--- config.mk ---
export PLATFORM = sky130hd
export DESIGN_NAME = chu_gpi_edge
export DESIGN_NICKNAME = d
export VERILOG_FILES = /design/src/rtl/chu_gpi_pkg.sv /design/src/rtl/chu_gpi_sync_db.sv /design/src/rtl/chu_gpi_edge.sv
export SDC_FILE = /design/constraint.sdc
export NUM_CORES = 1
export LEC_CHECK = 0
export ABC_CLOCK_PERIOD_IN_PS = 2500
export BUFFER_PORTS_ARGS = -buffer_cell sky130_fd_sc_hd__clkbuf_2
export CORE_ASPECT_RATIO = 0.7
export CORE_MARGIN = 5
export CORE_UTILIZATION = 45
export DETAILED_ROUTE_END_ITERATION = 8
export PLACE_DENSITY_LB_ADDON = 0.12
export SYNTH_ARGS = -nofsm -noshare
export SYNTH_HDL_FRONTEND = slang
export SYNTH_HIERARCHICAL = 1
export SYNTH_SLANG_ARGS = --single-unit
--- constraint.sdc ---
create_clock -name clk -period 2.5 [get_ports clk]
set_clock_uncertainty 0.05 [all_clocks]
set_input_delay 0.375 -clock clk [delete_from_list [all_inputs] [get_ports clk]]
set_output_delay 0.375 -clock clk [all_outputs]
set_load 0.005 [all_outputs]
--- src/rtl/chu_gpi_pkg.sv ---
// chu_gpi_pkg
//   Register word offsets for the GPI slot core (addr[2:0]), plus the data
//   bus width shared by every FPro MMIO slot core.
package chu_gpi_pkg;

   localparam int unsigned BUS_W = 32;

   localparam logic [2:0] GPI_REG_DATA = 3'd0;  // RO   filtered input level
   localparam logic [2:0] GPI_REG_EDGE = 3'd1;  // RW1C sticky edge flags
   localparam logic [2:0] GPI_REG_RISE = 3'd2;  // RW   rising-edge enables
   localparam logic [2:0] GPI_REG_FALL = 3'd3;  // RW   falling-edge enables
   localparam logic [2:0] GPI_REG_IE   = 3'd4;  // RW   interrupt enables

endpackage

--- src/rtl/chu_gpi_sync_db.sv ---
// chu_gpi_sync_db
//   Synchroniser chain followed by an optional sampling debouncer.
//   Ports:
//     clk     system clock
//     reset   synchronous reset, active-low
//     din     asynchronous inputs, W bits
//     db_reg  synchronised (and, if DB_DIV>0, debounced) input level
module chu_gpi_sync_db #(
   parameter int W           = 8,
   parameter int SYNC_STAGES = 2,
   parameter int DB_DIV      = 0
) (
   input  logic         clk,
   input  logic         reset,
   input  logic [W-1:0] din,
   output logic [W-1:0] db_reg
);

   logic [SYNC_STAGES-1:0][W-1:0] sync_q;
   logic [W-1:0]                  s;

   always_ff @(posedge clk) begin
      if (!reset) sync_q <= '0;
      else        sync_q <= {sync_q[SYNC_STAGES-2:0], din};
   end

   assign s = sync_q[SYNC_STAGES-1];

   if (DB_DIV == 0) begin : g_bypass

      always_ff @(posedge clk) begin
         if (!reset) db_reg <= '0;
         else        db_reg <= s;
      end

   end else begin : g_debounce

      localparam int          CW   = (DB_DIV > 1) ? $clog2(DB_DIV) : 1;
      localparam logic [CW-1:0] LAST = CW'(DB_DIV - 1);

      logic [CW-1:0] count;
      logic [W-1:0]  smp;
      logic [W-1:0]  stable;
      logic          tick;

      assign tick   = (count == LAST);
      // A bit is accepted only when two consecutive tick samples agree.
      assign stable = ~(s ^ smp);

      always_ff @(posedge clk) begin
         if (!reset) begin
            count  <= '0;
            smp    <= '0;
            db_reg <= '0;
         end else if (tick) begin
            count  <= '0;
            smp    <= s;
            db_reg <= (db_reg & ~stable) | (s & stable);
         end else begin
            count  <= count + CW'(1);
         end
      end

   end

endmodule

--- src/rtl/chu_gpi_edge.sv ---
// chu_gpi_edge
//   GPI slot core: synchronised/debounced inputs, programmable sticky edge
//   flags (write-1-to-clear) and a maskable registered level interrupt.
//   Ports:
//     clk, reset      system clock, synchronous active-low reset
//     cs, read, write slot select and strobes (read has no side effects)
//     addr            word address, addr[2:0] decoded
//     wr_data         write data, bits [31:W] ignored
//     rd_data         combinational readback, bits [31:W] zero
//     din             asynchronous external inputs
//     irq             |(edge flags & interrupt enables), registered
module chu_gpi_edge
   import chu_gpi_pkg::*;
#(
   parameter int W           = 8,
   parameter int SYNC_STAGES = 2,
   parameter int DB_DIV      = 0
) (
   input  logic             clk,
   input  logic             reset,
   input  logic             cs,
   input  logic             read,
   input  logic             write,
   input  logic [4:0]       addr,
   input  logic [BUS_W-1:0] wr_data,
   output logic [BUS_W-1:0] rd_data,
   input  logic [W-1:0]     din,
   output logic             irq
);

   logic [W-1:0] db_reg, db_prev;
   logic [W-1:0] edge_reg, rise_en, fall_en, ie_reg;
   logic [W-1:0] rise, fall, clr, edge_next, ie_next;
   logic [2:0]   sel;
   logic         wr_en;
   logic         unused_bits;

   chu_gpi_sync_db #(
      .W           (W),
      .SYNC_STAGES (SYNC_STAGES),
      .DB_DIV      (DB_DIV)
   ) u_sync_db (
      .clk    (clk),
      .reset  (reset),
      .din    (din),
      .db_reg (db_reg)
   );

   assign sel         = addr[2:0];
   assign wr_en       = cs & write;
   assign unused_bits = ^{read, addr[4:3], wr_data};

   assign rise = db_reg & ~db_prev & rise_en;
   assign fall = ~db_reg & db_prev & fall_en;
   assign clr  = (wr_en && sel == GPI_REG_EDGE) ? wr_data[W-1:0] : '0;

   // New edges are OR-ed in after the clear so a coincident set wins.
   assign edge_next = (edge_reg & ~clr) | rise | fall;
   assign ie_next   = (wr_en && sel == GPI_REG_IE) ? wr_data[W-1:0] : ie_reg;

   always_ff @(posedge clk) begin
      if (!reset) begin
         db_prev  <= '0;
         edge_reg <= '0;
         rise_en  <= '0;
         fall_en  <= '0;
         ie_reg   <= '0;
         irq      <= 1'b0;
      end else begin
         db_prev  <= db_reg;
         edge_reg <= edge_next;
         ie_reg   <= ie_next;
         irq      <= |(edge_next & ie_next);
         if (wr_en && sel == GPI_REG_RISE) rise_en <= wr_data[W-1:0];
         if (wr_en && sel == GPI_REG_FALL) fall_en <= wr_data[W-1:0];
      end
   end

   always_comb begin
      rd_data = '0;
      case (sel)
         GPI_REG_DATA: rd_data[W-1:0] = db_reg;
         GPI_REG_EDGE: rd_data[W-1:0] = edge_reg;
         GPI_REG_RISE: rd_data[W-1:0] = rise_en;
         GPI_REG_FALL: rd_data[W-1:0] = fall_en;
         GPI_REG_IE:   rd_data[W-1:0] = ie_reg;
         default:      rd_data = '0;
      endcase
   end

endmodule

== Yosys cells after proc, flatten, opt, wreduce, memory -nomap -nowiden ==
Cells that the tools add are included.
W data, S select, Z words.

* Output and inout port bits: 33
* Logic and storage cells: 34
* Input bits: 50
* Bits in read-only memories: 0
* Flip-flop bits (word level): 65
* Bits in writable memories: 0
* Bits in latches: 0
* Memories kept: 0

* Bitwise gates (word level): 12
* Eq/ne operators: 4
* Order comparisons: 0
* Multiplexer cells: 3
* Shifts and indexed selects: 0
* Reductions and logical operators: 6
* Add/sub/neg operators: 0
* Multipliers: 0
* Div/mod/pow operators: 0

{| class="wikitable"
|+ Operator list
! cell !! number
|-
| $and A8 B8 Y8 || 6
|-
| $pmux W8 S5 || 1
|-
| $not A8 Y8 || 3
|-
| $mux W8 || 2
|-
| $or A8 B8 Y8 || 2
|-
| $reduce_or A8 Y1 || 1
|-
| $eq A3 B2 Y1 const B || 2
|-
| $logic_and A1 B1 Y1 || 4
|-
| $eq A3 B1 Y1 const B || 1
|-
| $eq A3 B3 Y1 const B || 1
|-
| $logic_not A3 Y1 || 1
|-
| $and A1 B1 Y1 || 1
|}

== Depth between registers and ports, before layout ==
* Word-level depth: 9
* Depth in mapped cells: 6

== By module ==
Netlist, hierarchy kept.

{| class="wikitable"
|+ By module, submodules not included
! module !! seq. area each (um^2) !! area an instance (um^2) !! cells each !! times used
|-
| chu_gpi_edge || 820.8 || 2,192.1 || 240 || 1
|-
| chu_gpi_sync_db || 480.5 || 675.6 || 50 || 1
|}

== Worst setup path after synthesis ==
Ideal clock, no wire load.

* Kind: input to register
* Start: input addr[2]
* End: register irq
* Cell stages on the path: 6
* Data arrival time: 1.774 ns
* Data required time: 2.325 ns
* Library setup time: 0.125 ns
* Path slack: 0.551 ns
* Cells stage by stage: buf_6 > or4b_1 > buf_2 > a21oi_1 > o22ai_1 > o41a_1

* Cells in the longest elaborated chain, start to end: 9

{| class="wikitable"
|+ Ends and longest elaborated chain
! item !! RTL line !! text
|-
| start, declared || chu_gpi_edge.sv:24 || <nowiki>input logic [4:0] addr,</nowiki>
|-
| $eq A3 B1 Y1 || chu_gpi_edge.sv:55 || <nowiki>assign clr = (wr_en && sel == GPI_REG_EDGE) ? wr_data[W-1:0] : '0;</nowiki>
|-
| $logic_and A1 B1 Y1 || chu_gpi_edge.sv:55 ||
|-
| $mux W8 || chu_gpi_edge.sv:55 ||
|-
| $not A8 Y8 || chu_gpi_edge.sv:58 || <nowiki>assign edge_next = (edge_reg & ~clr) | rise | fall;</nowiki>
|-
| $and A8 B8 Y8 || chu_gpi_edge.sv:58 ||
|-
| $or A8 B8 Y8 (2 in a row) || chu_gpi_edge.sv:58 ||
|-
| $and A8 B8 Y8 (*) || chu_gpi_edge.sv:73 || <nowiki>irq <= |(edge_next & ie_next);</nowiki>
|-
| $reduce_or A8 Y1 (*) || chu_gpi_edge.sv:73 ||
|-
| end signal, assigned || chu_gpi_edge.sv:73 ||
|-
| end, declared || chu_gpi_edge.sv:28 || <nowiki>output logic irq</nowiki>
|}

Every way passes the cells marked *; elsewhere a longest branch is shown, timed or not.
A chain may end at the register's enable or synchronous reset.

== Worst setup path in the final report ==
* Start: input addr[0]
* End: output rd_data[4]

* Cells in the longest elaborated chain, start to end: 2

{| class="wikitable"
|+ Ends and longest elaborated chain
! item !! RTL line !! text
|-
| $eq A3 B3 Y1, or another cell as far along || chu_gpi_edge.sv:81 || <nowiki>case (sel)</nowiki>
|-
| $pmux W8 S5 (*) || chu_gpi_edge.sv:81 ||
|-
| end, declared || chu_gpi_edge.sv:26 || <nowiki>output logic [BUS_W-1:0] rd_data,</nowiki>
|}

Marked as above.

==> out/qor.yml <==
vdd_ir_drop_max_mv: 0.3121
grt_pass1_wl_um: 9432
synth.top_cell.area_share: 0.4538
tns_ps: 0
cts_tree: "done"
synthSimpleGateAreaFrac: 0.2613
start_util: 0.4614
rsz0062_at_grt: "no"
max_stage_delay_ps: 270
cts-root-buf: "clkbuf_8"
synth_area_um2: 2868
overflow: 0
outcome: "finished clean"
synth_edf_count: 0
drc_errors: 0
grt.busiest_layer: "met2"
synth_cell_types: 27
wl_per_cell_um: 13.95
r2r_start: "u_sync_db/db_reg[0]"
grtUsageMet3: 0.06544
dp.final_hpwl_um: 3986
final_antenna_net_count: 0
synthFlopType: "dfxtp_1"
end_kind: "output port"
multi_input_area_um2: 1393
met1_usage: 0.2053
start_kind: "primary input"
worstPathCellList: "clkbuf_2 > buf_4 > nor2b_1 > buf_4 > a22oi_1 > o22ai_1 > clkbuf_2"
synthArstFlopShare: 0
seq_area_um2: 1301
drtPass1Iterations: 5
cts_buffers: 9
netSwitchingFraction: 0.2185
post-route-min-period_ps: 1986
min_from: "din[7]"
synth_top_family_by_area: "simple AND/OR/NAND/NOR gates"
netlist_top_cells_count: "65 x dfxtp_1, 32 x mux2i_1, 30 x nor2b_1"
holdPathStages: 2
p_int_uw: 1688
rows: 24
antenna_found_initial: 0
synthXorXnorAreaFrac: 0
setup_viol: 0
nNetsFinal: 378
netlist_instances: 290
finalHoldViolations: 0
yosys_warnings: 6
synth-adder-area-share: 0
finalCritPeriodShare: 0.7944
slew_headroom: 0.3709
port_buffers: 31
routed_wl_um: 5734
grt.total_usage: 0.1501
leakage_uw: 0.001294
area_growth_syn_to_layout_pct: 13.87
nFillCells: 613
yosysTopAreaCell: "dfxtp_1"
cts_setup_buffers: 0
synth-compound-area-share: 0.07897
critPathArrivalTime_ps: 1560
whs_ps: 184.9
diodes: 0
die_h_um: 76.79
cts_sinks: 65
pwr-share-clk: 0.444
required_ps: 2080
whs_endpoint: "u_sync_db/sync_q[7]"
worst-slew-pin-transition_ps: 943.6
comb_power_share: 0.061
power_density_nw_per_um2: 661.4
seq_power_share: 0.495
drive_above_1_share: 0.2432
core_um2: 6216
clock_path_buffers: 2
fmax_ghz: 0.5036
worstReg2RegEnd: "irq"
hold_buffers: 0
via_count: 1990
slew_viol_final: 0
crit_path_max_fanout: 16
die_w_um: 105.4
clk_pin_slew_ps: 70
dieArea_um2: 8095
grt_util_met2: 0.2131
post_cts_resized: 0
viasPerCell: 4.842
hold_class: "in -> reg"
reg2reg_depth: 5
grt_pass1_vias: 1834
grt_max_degree: 66
place_congestion: 0.7879
max_cap_violations: 0
io_pins: 83
worstSetupPathType: "in -> out"
avgSynthCellArea_um2: 9.889
drtIter0Drc: 84
ys_ff_latch: 65
clk_latency_ps: 340
slowest_stage: "buf_4"
synth.most_common_cell: "dfxtp_1"
synth_area_leaders: "dfxtp_1 45%, mux2i_1 11%, nor2b_1 6.5%, buf_4 6.3%, and2_2 4.7%"
h-tree-depth: 3
ys_seq_area_frac: 0.4538
synthMuxAreaShare: 0.1117
p_sw_uw: 472.0
ff2ff_setup_slack_ps: 970
per-layer routing:
| metal | vias up | wire length, um |
|---|---|---|
| met2 | 49 | 2392 |
| met5 | - | 0 |
| met4 | 0 | 57 |
| li1 | 1016 | - |
| met1 | 918 | 2844 |
| met3 | 7 | 439 |
worst max-delay path, delay by kind of cell:
family	cells	cell delay, ps
AO/OA/AOI/OAI	2	260
AND/OR/NAND/NOR	1	220
buffers and inverters	4	690
layout make-up:
type	count	area share
Multi-Input combinational cell	208	0.4264
Sequential cell	65	0.3985
Timing Repair Buffer	43	0.07510
Clock buffer	13	0.05479
Tap cell	78	0.02989
Clock inverter	3	0.01418
Inverter	1	0.001149
cell families after synthesis:
family,count (synthesis)
muxes,32
and+or+nand+nor,115
DFF,65
other,1
AOI/OAI and AO/OA,37
buffers and inverters,40
stage by stage:
step	worst slack [ps]	cells	instance area, um2	total power [uW]	utilization
after floorplan	550.6	313	2954	1201	-
after global placement	228.7	395	3040	1224	0.4891
final	514.1	411	3266	2160	0.5254
after CTS	524.7	411	3266	2189	0.5254
after global routing	420.5	411	3266	2267	0.5254
after detailed placement	227.2	395	3040	1224	0.4891
worst max-delay path by stage:
| stage | start | end | slack, ps | cells past startpoint |
|---|---|---|---|---|
| after floorplan | addr[2] | irq | 550 | 6 |
| after global placement | addr[1] | irq | 230 | 5 |
| after detailed placement | addr[1] | irq | 230 | 5 |
| after CTS | addr[0] | rd_data[3] | 520 | 7 |
| after global routing | addr[0] | rd_data[4] | 420 | 7 |
| final | addr[0] | rd_data[4] | 510 | 7 |
power by group through the flow:
stage                     sequential, uW  clock (uW)  combinational (uW)
final                               1070         959                 132
after global routing                1070        1050                 146
after CTS                           1070         988                 132
after detailed placement            1090           0                 132
after global placement              1090           0                 132
after floorplan                     1090           0                 112
cells in the final DEF, fill, tap and decap left out, drive strengths merged:
cell and instances:
nor4 1, nor4b 1, nand2 3, nor3 1, conb 24, buf 12, bufinv 1, o22ai 12
nand2b 8, mux2i 32, nand3b 16, o41a 1, clkinv 1, a22oi 7, dfxtp 65, and2b 4
nor2 10, and2 32, nand3 8, a31oi 2, inv 1, nor2b 30, a21oi 15, clkbuf 44
or4b 1, clkinvlp 1
(Power assumes the default switching activity.)
